--- config.mk ---
export PLATFORM = sky130hd
export DESIGN_NAME = board_link_master_flat
export DESIGN_NICKNAME = d
export VERILOG_FILES = /design/src/rtl/board_link_master_if.sv /design/src/rtl/board_link_master.sv /design/src/flat_wrapper.sv
export SDC_FILE = /design/constraint.sdc
export NUM_CORES = 1
export LEC_CHECK = 0
export CORE_MARGIN = 2
export CORE_UTILIZATION = 40
export CTS_BUF_LIST = sky130_fd_sc_hd__clkbuf_4
export DETAILED_ROUTE_END_ITERATION = 6
export GPL_ROUTABILITY_DRIVEN = 0
export SLEW_MARGIN = 40
export SYNTH_ARGS = -nofsm -noshare
export SYNTH_HDL_FRONTEND = slang
export SYNTH_SLANG_ARGS = --single-unit
export TNS_END_PERCENT = 5
--- constraint.sdc ---
create_clock -name clk -period 2.4 [get_ports clk]
set_input_delay 0.36 -clock clk [delete_from_list [all_inputs] [get_ports clk]]
set_output_delay 0.36 -clock clk [all_outputs]
set_load 0.02 [all_outputs]
--- src/rtl/board_link_master_if.sv ---
// Cross-board link bundle: command inputs, the 4-bit link word
// and the session status seen by the host logic.
interface board_link_master_if;
  logic       start;
  logic       stop;
  logic [2:0] target_level;
  logic [3:0] data_out;
  logic       busy;
  logic [9:0] play_sec;
  logic       timeout;

  modport master (
    input  start, stop, target_level,
    output data_out, busy, play_sec, timeout
  );

  modport slave (
    output start, stop, target_level,
    input  data_out, busy, play_sec, timeout
  );
endinterface

--- src/rtl/board_link_master.sv ---
// Master-board link sequencer: ramps the LED level one step per
// hold window and keeps each link word stable for the slave sync.
module board_link_master #(
  parameter int CLK_HZ         = 100000000,
  parameter int HOLD_CYCLES    = 16,
  parameter int TIME_LIMIT_SEC = 999
) (
  input  logic                 clk,
  input  logic                 rst,
  board_link_master_if.master  link
);

  localparam int HW = $clog2(HOLD_CYCLES + 1);
  localparam int CW = (CLK_HZ > 1) ? $clog2(CLK_HZ) : 1;
  localparam logic [HW-1:0] HOLD_MAX = HW'(HOLD_CYCLES);
  localparam logic [CW-1:0] SEC_MAX  = CW'(CLK_HZ - 1);
  localparam logic [9:0]    SEC_LIM  = 10'(TIME_LIMIT_SEC);

  typedef enum logic [1:0] {
    IDLE,
    PLAY,
    DRAIN
  } state_e;

  state_e          state_q, state_d;
  logic [3:0]      data_q, data_d;
  logic [2:0]      level_q, level_d;
  logic [HW-1:0]   hold_q, hold_d;
  logic [CW-1:0]   sec_q, sec_d;
  logic [9:0]      psec_q, psec_d;
  logic            tout_q, tout_d;
  logic            spend_q, spend_d;
  logic            ppend_q, ppend_d;
  logic            hold_ok;
  logic            start_eff;
  logic            stop_eff;

  always_comb begin
    hold_ok   = (hold_q == HOLD_MAX);
    // a fresh pulse acts in its own cycle; stop beats start
    start_eff = spend_q
              | (link.start & ~link.stop & (state_q == IDLE));
    stop_eff  = ppend_q | (link.stop & (state_q == PLAY));

    state_d = state_q;
    data_d  = data_q;
    level_d = level_q;
    sec_d   = sec_q;
    psec_d  = psec_q;
    tout_d  = tout_q;
    spend_d = (state_q == IDLE) ? start_eff : 1'b0;
    ppend_d = (state_q == PLAY) ? stop_eff : 1'b0;

    unique case (state_q)
      IDLE: begin
        data_d = 4'b0000;
        if (start_eff && hold_ok) begin
          data_d  = 4'b1000;
          level_d = 3'd0;
          psec_d  = 10'd0;
          sec_d   = '0;
          tout_d  = 1'b0;
          spend_d = 1'b0;
          state_d = PLAY;
        end
      end
      PLAY: begin
        if (sec_q == SEC_MAX) begin
          sec_d = '0;
          if (psec_q != 10'h3ff) psec_d = psec_q + 10'd1;
        end else begin
          sec_d = sec_q + 1'b1;
        end
        if (TIME_LIMIT_SEC != 0 && psec_d == SEC_LIM) tout_d = 1'b1;
        if (hold_ok) begin
          if (stop_eff || tout_q) begin
            state_d = DRAIN;
            ppend_d = 1'b0;
          end else begin
            if (level_q < link.target_level)
              level_d = level_q + 3'd1;
            else if (level_q > link.target_level)
              level_d = level_q - 3'd1;
            data_d = {1'b1, level_d};
          end
        end
      end
      DRAIN: begin
        if (hold_ok) begin
          if (level_q != 3'd0) begin
            level_d = level_q - 3'd1;
            data_d  = {1'b1, level_d};
          end else begin
            data_d  = 4'b0000;
            state_d = IDLE;
          end
        end
      end
      default: state_d = IDLE;
    endcase

    if (data_d != data_q)
      hold_d = '0;
    else if (hold_ok)
      hold_d = hold_q;
    else
      hold_d = hold_q + 1'b1;
  end

  always_ff @(posedge clk or posedge rst) begin
    if (rst) begin
      state_q <= IDLE;
      data_q  <= 4'b0000;
      level_q <= 3'd0;
      hold_q  <= HOLD_MAX;
      sec_q   <= '0;
      psec_q  <= 10'd0;
      tout_q  <= 1'b0;
      spend_q <= 1'b0;
      ppend_q <= 1'b0;
    end else begin
      state_q <= state_d;
      data_q  <= data_d;
      level_q <= level_d;
      hold_q  <= hold_d;
      sec_q   <= sec_d;
      psec_q  <= psec_d;
      tout_q  <= tout_d;
      spend_q <= spend_d;
      ppend_q <= ppend_d;
    end
  end

  assign link.data_out = data_q;
  assign link.busy     = (state_q != IDLE);
  assign link.play_sec = psec_q;
  assign link.timeout  = tout_q;

endmodule
--- src/flat_wrapper.sv ---
// flat-port wrapper written by rule: the top's interface ports become plain ports
module board_link_master_flat 
#(
  parameter int CLK_HZ         = 100000000,
  parameter int HOLD_CYCLES    = 16,
  parameter int TIME_LIMIT_SEC = 999
)
  (clk, rst, link_start, link_stop, link_target_level, link_data_out, link_busy, link_play_sec, link_timeout);
  board_link_master_if link_i ();
  input  logic clk;
  input  logic rst;
  input wire logic [$bits(link_i.start)-1:0] link_start;
  input wire logic [$bits(link_i.stop)-1:0] link_stop;
  input wire logic [$bits(link_i.target_level)-1:0] link_target_level;
  output wire logic [$bits(link_i.data_out)-1:0] link_data_out;
  output wire logic [$bits(link_i.busy)-1:0] link_busy;
  output wire logic [$bits(link_i.play_sec)-1:0] link_play_sec;
  output wire logic [$bits(link_i.timeout)-1:0] link_timeout;
  assign link_i.start = link_start;
  assign link_i.stop = link_stop;
  assign link_i.target_level = link_target_level;
  assign link_data_out = link_i.data_out;
  assign link_busy = link_i.busy;
  assign link_play_sec = link_i.play_sec;
  assign link_timeout = link_i.timeout;
  board_link_master #(.CLK_HZ(CLK_HZ), .HOLD_CYCLES(HOLD_CYCLES), .TIME_LIMIT_SEC(TIME_LIMIT_SEC)) u_core (.clk(clk), .rst(rst), .link(link_i));
endmodule
# After elaboration in Yosys (flattened, before gate mapping)
# Cells that the tools add are included.
[totals]
regBits = 54
input_bits = 7
out_inout_bits = 16
wordCells = 89
[classes]
addsub = 5
order_cmp = 2
eq_ne = 16
muxes = 40
bitwise = 6
reduce_logical = 11
[op_table]
columns = ["op", "count"]
rows = [
  ["27-bit 2-to-1 mux", 2],
  ["27-bit case mux with 2 select lines", 1],
  ["10-bit 2-to-1 mux", 4],
  ["27-bit by 1-bit adder with 27-bit output, second input constant", 1],
  ["27-bit == test, second input constant", 1],
  ["3-bit 2-to-1 mux", 7],
  ["4-bit 2-to-1 mux", 5],
  ["10-bit case mux with 2 select lines", 1],
  ["2-bit != test, second input constant", 6],
  ["4-bit case mux with 3 select lines", 1],
  ["10-bit by 1-bit adder with 10-bit output, second input constant", 1],
  ["10-bit == test, second input constant", 1],
  ["2-bit 2-to-1 mux", 5],
  ["5-bit 2-to-1 mux", 2],
  ["10-bit != test, second input constant", 1],
  ["1-bit 2-to-1 mux", 9],
  ["3-bit case mux with 3 select lines", 1],
  ["2-bit by 1-bit != test with 1-bit output, second input constant", 3],
  ["2-bit case mux with 3 select lines", 1],
  ["6-bit AND reduction", 1],
  ["3-bit nonzero test", 2],
  ["5-bit by 1-bit adder with 5-bit output, second input constant", 1],
  ["5-bit == test, second input constant", 1],
  ["5-bit AND reduction", 1],
  ["other kinds (17)", 21],
]

# Depth between registers and ports, before layout
# Gate-level depths: netlist of run 1.
[logic_depth]
word_depth = 9
depth_mapped = 10
ltp_nobuf = 8

# Worst setup path before layout of run 1
# Ideal clock, no wire load.
[synth_path]
kind = "reg2reg"
startpoint = "reg u_core.sec_q[0]"
endpoint = "reg u_core.tout_q, in the netlist u_core.link.timeout"
setup_time_ns = 0.131
t_arrival_ns = 2.361
required_ns = 2.269
setup_slack_ns = -0.093
path_stages_with_launch = 8
path_buffers = 0
period_less_slack_ns = 2.493
cell_sequence = "dfrtp_1 > ha_1 > nand4b_1 > or4_4 > nor4_4 > mux2_2 > a211oi_1 > a211oi_2"
[synth_between]
elab_chain_cells = 6
[synth_rtl]
columns = ["element", "line", "rtl"]
rows = [
  ["start: declaration", "board_link_master.sv:29", "logic [CW-1:0] sec_q, sec_d;"],
  ["start signal: assignment", "board_link_master.sv:116", "sec_q <= '0;"],
  ["start signal: assignment", "board_link_master.sv:126", "sec_q <= sec_d;"],
  ["27-bit == test", "board_link_master.sv:68", "if (sec_q == SEC_MAX) begin"],
  ["10-bit 2-to-1 mux", "board_link_master.sv:68", ""],
  ["10-bit 2-to-1 mux", "board_link_master.sv:54", "unique case (state_q)"],
  ["10-bit == test", "board_link_master.sv:74", "if (TIME_LIMIT_SEC != 0 && psec_d == SEC_LIM) tout_d = 1'b1;"],
  ["2-bit != test (no line)", "n/a", ""],
  ["3-bit AND reduction (no line)", "n/a", ""],
  ["end signal: assignment", "board_link_master.sv:128", "tout_q <= tout_d;"],
  ["end: declaration", "board_link_master.sv:31", "logic tout_q, tout_d;"],
]
# No other way between the ends. The select of a mux whose other input is x is not followed.
# A chain may end at the register's enable or synchronous reset.

# Worst setup path in the final report of run 1
# Same ends and word-level chain as after synthesis.

==> summary.md, run 1 <==
| Metric | Value |
|---|---|
| Tightest Pin Transition | `about 0.49 ns` |
| Max_cap viols | `0` |
| Remaining global-route overflow | `0` |
| Commonest cells after routing, fill and taps aside | `57 x buf_4, 52 x dfrtp_1, 44 x nor2_1` |
| Drt wl/cell | `~15 um` |
| CP arrival | `2.63 ns` |
| Final nets | `between 500 and 600` |
| # IOs | `23` |
| Largest net degree at the start of global routing | `55` |
| Commonest non-fill, non-tap cell in the layout | `buf_4` |
| CTS buffer count | `5` |
| Layout cells sized above 1 | `21.06%` |
| CTS tree | `yes` |
| Pins over their slew limit | `0` |
| Placed cell areas | `0.004294 sq mm` |
| First-pass GRT wire length | `around 15000 um` |
| Netlist cell types | `61` |
| Power density over the cells | `a little under 800 mW/mm^2` |
| CP Launch Type | `flop` |
| Seq/Total Area, Yosys | `a little under two fifths` |
| Worst-Skew Late Latency | `roughly 0.39 ns` |
| Post-DR vias/cell | `5.621` |
| Detailed Routing Iterations Pass 1 | `4` |
| Detail Route Antenna Nets | `0` |
| Via count | `3356` |
| Crit path kind | `flop to flop` |
| Tcrit/Tclk final | `between 90 and 100%` |
| Hold Path Class | `input pin to asynchronous set/reset pin` |
| CTS Hold Buffers Added | `0` |
| Critical Path Fanout Max | `3` |
| H-tree Lvls | `2` |
| Finish-stage setup viols | `0` |
| Worst ir drop on vdd | `a little over 0.3 mV` |
| DRT Wirelength | `a little over 9000 um` |
| Reg power frac | `between 30% and 40%` |
| Total GRT Usage | `a little under a fifth` |
| Initial antenna violation count | `0` |
| Design area | `0.004537 sq mm` |
| RSZ-0062 raised after global routing | `true` |
| Avg Inst Size Synth | `approximately 8.6 sq um` |
| CP required | `2.71 ns` |
| Fin Setup TNS | `0 ns` |
| PortBufs | `22` |
| Initial core utilization | `between 40% and 50%` |
| Die X-Extent | `98.30 um` |
| Number of fill cells | `818` |
| Row cnt | `34` |
| Core area | `just under 0.009 sq mm` |
| Root Driver | `clkbuf_4` |
| Worst setup EP type | `flop` |
| Outcome | `completed` |
| P_int | `~2.1 mW` |
| Flops & latches, synth | `54` |
| Post-synth top flop | `dfrtp_1` |
| Drt drc | `0` |
| CTS clk-pin slew, worst paths | `roughly 0.16 ns` |
| Max-slew headroom | `67.52%` |
| Slowest CP cell | `or4_4` |
| CTS sink cnt | `54` |
| Ant. Diodes | `0` |
| Clock tree buffer depth | `2` |
| FFs w/ async S/R, synth | `100.0%` |
| Hold WS | `around 0.32 ns` |
| Post-Syn Area | `around 0.0036 sq mm` |
| Die Footprint | `0.009663 sq mm` |
| Dpl cells | `584` |
| Comb pwr share | `between 50% and 60%` |
| Switching share of power | `approximately 42%` |
| Final Non-Filler Cells | `~600` |
| Post-synth EDFFs | `0` |
| Post-layout total power | `around 3.6 mW` |
| P_sw | `approximately 1.5 mW` |
| Clock share of power | `about 12%` |
| Synth Net Count | `437` |
| Final Hold Viols | `0` |
| DIE HEIGHT | `~98 um` |
| Leak | `roughly 2 nW` |
| Vias in the first global route | `3100` |
| Clock Skews | `between 0.015 and 0.02 ns` |
| DP HPWL | `approximately 6600 um` |
| Crit-path cells | `ha_2 > nand4b_1 > or4_4 > or3_4 > or3_1 > o211a_1 > a211oi_2` |
| DRT iter0 DRCs | `between 150 and 200` |
| Fmax | `~430 MHz` |
| Synth Warn # | `0` |
| Crit path largest cell delay | `around 0.47 ns` |
| Synthesis-to-layout area growth | `27.54%` |
| Syn Inst Count | `around 420` |
| Final Critical Period | `about 2.3 ns` |
## Yosys cell counts, drive strengths merged (9+ instances only)
library cell | n | area, sq um
nor2 | 44 | 165.2
ha | 15 | 187.7
nand4 | 10 | 62.56
nand2 | 33 | 123.9
or3 | 9 | 61.31
o21ai | 32 | 160.2
nand3 | 28 | 140.1
xnor2 | 15 | 131.4
a21oi | 19 | 98.85
nor3 | 12 | 60.06
xor2 | 12 | 105.1
a211oi | 9 | 72.57
clkbuf | 12 | 45.04
inv | 20 | 75.07
dfrtp | 53 | 1326
## repair_timing
action,4_1_cts,5_1_grt
buffers inserted,0,5
endpoints found under the setup margin,7,13
pin swaps,3,11
resized for setup,5,26
## area by class of cell
type / instances / area (sq um) / share of cell area, %
clock buffer: 5 / 37.54 / 0.8274
multi-input combinational: 325 / 2221 / 48.95
tap: 108 / 135.1 / 2.978
clock inverter: 3 / 16.27 / 0.3585
inverter: 20 / 75.07 / 1.655
timing repair buffer: 82 / 698.2 / 15.39
sequential: 54 / 1354 / 29.84
## per-layer routing
metal  vias up  part of all wire [%]  wire length [um]  global-route usage [%]
met3        13                   3.9               356                   3.078
li1       1659                     -                 -                       -
met5         -                     0                 0                       0
met4         0                   1.4               131                   5.796
met2        59                    47              4294                   29.04
met1      1625                    48              4394                   27.48
## cells by family (layout without fill, tap and decap cells)
logic type	after synthesis	after routing	share of synthesized area (%)
AND/OR/NAND/NOR	179	179	26.77
AO/OA/AOI/OAI	101	101	18.47
flip-flops	54	54	38.02
buffers and inverters	36	110	3.904
XOR/XNOR	27	27	6.648
adder cells (fa/ha/maj)	15	15	5.276
multiplexers	3	3	0.9145
## power groups by stage
stage	clock network, mW	logic, mW	registers (mW)
2_1_floorplan	0	1.05	1.18
3_3_place_gp	0	1.70	1.19
3_5_place_dp	0	1.73	1.19
4_1_cts	0.435	1.75	1.18
5_1_grt	0.462	2.18	1.20
6_report	0.410	1.98	1.19
## sequential cells by signal, indices dropped and copies added, names as in the netlist
register,count
u_core.sec_q,27
u_core.link.play_sec,10
u_core.hold_q,5
u_core.link.data_out,4
u_core.level_q,3
u_core.state_q,2
u_core.link.timeout,1
u_core.ppend_q,1
u_core.spend_q,1
## path summary, 6_finish.rpt
kind / depth (start not counted) / from / slack [ns] / end
worst max-delay path: 7 / u_core.sec_q[0] / 0.08 / u_core.link.timeout
min in group clk: 2 / u_core.sec_q[26] / 0.57 / u_core.sec_q[26]
worst min register to register: 2 / u_core.sec_q[26] / 0.57 / u_core.sec_q[26]
worst max register to register: 7 / u_core.sec_q[0] / 0.08 / u_core.link.timeout
max in group asynchronous: 3 / rst / 1.80 / u_core.hold_q[4]
worst min-delay path: 3 / rst / 0.32 / u_core.hold_q[3]
## critical path: cells and delay by family, from the launching register on
kind / cells / cell delay [ns]
simple gates: 4 / 1.34
flops: 1 / 0.40
fa+ha+maj: 1 / 0.20
compound gates: 2 / 0.32
## metrics by stage
stage	utilization (%)	setup slack (ns)
floorplan	-	0.003370
global placement	49.48	-0.3970
detailed placement	49.48	-0.5310
CTS	50.27	-0.01339
global route	52.28	-0.05955
finish	52.28	0.07557
(Power assumes the default switching activity.)
==> run 2, diff against run 1 <==
--- a/config.mk
+++ b/config.mk
@@ -10,6 +10,7 @@
 export CTS_BUF_LIST = sky130_fd_sc_hd__clkbuf_4
 export DETAILED_ROUTE_END_ITERATION = 6
 export GPL_ROUTABILITY_DRIVEN = 0
+export GPL_TIMING_DRIVEN = 1
 export SLEW_MARGIN = 40
 export SYNTH_ARGS = -nofsm -noshare
 export SYNTH_HDL_FRONTEND = slang
==> results of run 2 <==
Same layout as run 1: the final DEF is identical, and so are final timing and power.
==> run 3, diff against run 2 <==
--- a/config.mk
+++ b/config.mk
@@ -5,12 +5,13 @@
 export SDC_FILE = /design/constraint.sdc
 export NUM_CORES = 1
 export LEC_CHECK = 0
-export CORE_MARGIN = 2
-export CORE_UTILIZATION = 40
+export CAP_MARGIN = 20
+export CORE_UTILIZATION = 55
 export CTS_BUF_LIST = sky130_fd_sc_hd__clkbuf_4
 export DETAILED_ROUTE_END_ITERATION = 6
 export GPL_ROUTABILITY_DRIVEN = 0
 export GPL_TIMING_DRIVEN = 1
+export PLACE_DENSITY = 0.78
 export SLEW_MARGIN = 40
 export SYNTH_ARGS = -nofsm -noshare
 export SYNTH_HDL_FRONTEND = slang
==> run 3 against run 2 <==
- global-route usage up 8.5 points
- non-clock buffer count decreased by 9
- combinational power down 4%
- sequential share of layout area grew 0.51 points
- largest power group unchanged
- highest routed layer unchanged
- design area down 1.7%
- largest cell class unchanged
==> summary.md, run 3 (synthesis gave the netlist of run 1 again) <==
| Metric | Value |
|---|---|
| Finish-stage setup viols | `0 (unchanged)` |
| Remaining global-route overflow | `0 (unchanged)` |
| DRT Wirelength | `8847 um (was 9176 um)` |
| Number of fill cells | `447 (was 818)` |
| Max_cap viols | `0 (unchanged)` |
| Row cnt | `28 (was 34)` |
| CP Buf/Inv Count | `1 (was 0)` |
| Hold Path Class | `input pin to asynchronous set/reset pin (unchanged)` |
| Power density over the cells | `830.6 mW/mm^2 (was 787.9 mW/mm^2)` |
| Initial antenna violation count | `0 (unchanged)` |
| Fmax | `419.0 MHz (was 430.2 MHz)` |
| DIE HEIGHT | `82.42 um (was 98.30 um)` |
| Crit path largest cell delay | `0.59 ns (was 0.47 ns)` |
| Drt drc | `0 (unchanged)` |
| Largest net degree at the start of global routing | `27 (was 55)` |
| Worst setup EP type | `flop (unchanged)` |
| Slowest CP cell | `or4_4 (unchanged)` |
| Critical Path Fanout Max | `8 (was 3)` |
| CP Launch Type | `flop (unchanged)` |
| CTS tree | `yes (unchanged)` |
| Tcrit/Tclk final | `99.45% (was 96.85%)` |
| Die Footprint | `0.006793 sq mm (was 0.009663 sq mm)` |
| Dpl cells | `546 (was 584)` |
| Storage cell area | `0.001354 sq mm (unchanged)` |
| Final nets | `501 (was 510)` |
| CP required | `2.70 ns (was 2.71 ns)` |
| First-pass GRT wire length | `14190 um (was 15040 um)` |
| DP HPWL | `6442 um (was 6634 um)` |
| Pins over their slew limit | `0 (unchanged)` |
| CTS buffer count | `5 (unchanged)` |
| Max reg flops | `27 (unchanged)` |
| Final Hold Viols | `0 (unchanged)` |
| Largest delay contributor family on the critical path | `simple AND/OR/NAND/NOR gates (unchanged)` |
| Clock Skews | `0.02517 ns (was 0.01670 ns)` |
| Drt wl/cell | `15.94 um (was 15.37 um)` |
| Layout cells sized above 1 | `19.58% (was 21.06%)` |
| Final Critical Period | `2.387 ns (was 2.324 ns)` |
| Biggest register | `u_core.sec_q (unchanged)` |
| Detail Route Antenna Nets | `0 (unchanged)` |
| Crit-path cells | `inv_1 > ha_1 > and4bb_2 > o211a_1 > o21ai_2 > or4_4 > or3_1 > a21oi_1 (was ha_2 > nand4b_1 > or4_4 > or3_4 > or3_1 > o211a_1 > a211oi_2)` |
| PortBufs | `22 (unchanged)` |
| Hold WS | `0.3129 ns (was 0.3221 ns)` |
| Post-DR vias/cell | `6.164 (was 5.621)` |
| Core area | `0.006096 sq mm (was 0.008678 sq mm)` |
| Synthesis-to-layout area growth | `25.40% (was 27.54%)` |
| Clock tree buffer depth | `2 (unchanged)` |
| Ant. Diodes | `0 (unchanged)` |
| Root Driver | `clkbuf_4 (unchanged)` |
| Flop-to-flop setup slack | `0.01 ns (was 0.08 ns)` |
| DRT iter0 DRCs | `262 (was 156)` |
| # IOs | `23 (unchanged)` |
| CTS sink cnt | `54 (unchanged)` |
| Max-slew headroom | `53.76% (was 67.52%)` |
| Commonest non-fill, non-tap cell in the layout | `dfrtp_1 (was buf_4)` |
| Worst-Skew Late Latency | `0.38 ns (was 0.39 ns)` |
| Outcome | `completed (unchanged)` |
| Commonest cells after routing, fill and taps aside | `52 x dfrtp_1, 48 x buf_4, 44 x nor2_1 (was 57 x buf_4, 52 x dfrtp_1, 44 x nor2_1)` |
| Initial core utilization | `58.35% (was 40.99%)` |
| CTS clk-pin slew, worst paths | `0.17 ns (was 0.16 ns)` |
| H-tree Lvls | `2 (unchanged)` |
| Die X-Extent | `82.42 um (was 98.30 um)` |
| Leak | `1.931 nW (was 1.943 nW)` |
| Crit path kind | `flop to flop (unchanged)` |
| Final Non-Filler Cells | `555 (was 597)` |
| CTS Hold Buffers Added | `0 (unchanged)` |
| Fin Setup TNS | `0 ns (unchanged)` |
| Detailed Routing Iterations Pass 1 | `5 (was 4)` |
| RSZ-0062 raised after global routing | `true (unchanged)` |
| Worst ir drop on vdd | `0.7323 mV (was 0.3118 mV)` |
| Tightest Pin Transition | `0.6910 ns (was 0.4871 ns)` |
| CP arrival | `2.69 ns (was 2.63 ns)` |
| Vias in the first global route | `3168 (was 3100)` |
| Area of the multi-input gates | `0.002212 sq mm (was 0.002221 sq mm)` |
| Total GRT Usage | `27.41% (was 18.93%)` |
| Via count | `3421 (was 3356)` |
## run 3: cell types whose count changed in the layout (fill, tap and decap cells not counted), sizes merged
cell           before  now
bufinv              0    2
clkinv              2    1
clkinvlp            1    0
dlymetal6s2s        0    1
clkdlybuf4s50      21   20
buf                60   51
## run 3: timing repair
action                                  CTS  global route
endpoints found under the setup margin    6            15
resized for setup                         5            28
pin swaps                                 2            24
buffers inserted                          0             1
## run 3: worst reg2reg max path: cells and delay by family, from the launching register on
kind,cells,cell delay [ns]
AND/OR/NAND/NOR,3,1.20
AO/OA/AOI/OAI,3,0.45
adder cells (fa/ha/maj),1,0.16
flip-flops,1,0.42
buffers and inverters,1,0.08
## run 3: final cells by class
cell class / count / share of cell area, %
clock buffers: 5 / 0.8415
clock inverters: 3 / 1.431
inverters: 20 / 1.683
multi-input cells: 325 / 49.59
flip-flops and latches: 54 / 30.35
well taps: 75 / 2.104
repair buffers: 73 / 14.00
## run 3: worst paths after layout
check / startpoint / to / cells after the start
min in group clk: u_core.sec_q[26] / u_core.sec_q[26] / 2
max in group asynchronous: rst / u_core.sec_q[2] / 3
worst min-delay path: rst / u_core.level_q[2] / 2
worst max-delay path: u_core.hold_q[0] / u_core.sec_q[21] / 8
worst min register to register: u_core.sec_q[26] / u_core.sec_q[26] / 2
worst max register to register: u_core.hold_q[0] / u_core.sec_q[21] / 8
## run 3: power by group
part	leakage [nW]	switching, mW	internal, mW
combinational	1.15	1.07	0.843
sequential	0.732	0.126	1.05
clock	0.0528	0.293	0.321
total	1.93	1.49	2.22
## run 3: routing by layer
layer	GRT usage [%]	vias up	part of all wire, %
li1	-	1642	-
met1	37.23	1651	47
met2	45.12	109	47
met3	3.187	19	4.6
met4	9.474	0	1.6
met5	0	-	0
## run 3: metrics by stage
step	total power, mW	util (%)	worst slack (ns)	cell area, sq um
2_1_floorplan	2.233	-	0.003370	3565
3_5_place_dp	2.906	68.95	-0.5100	4203
4_1_cts	3.535	70.85	0.01049	4319
3_3_place_gp	2.864	68.95	-0.3596	4203
6_report	3.705	73.17	0.01316	4461
5_1_grt	3.930	73.17	-0.05662	4461
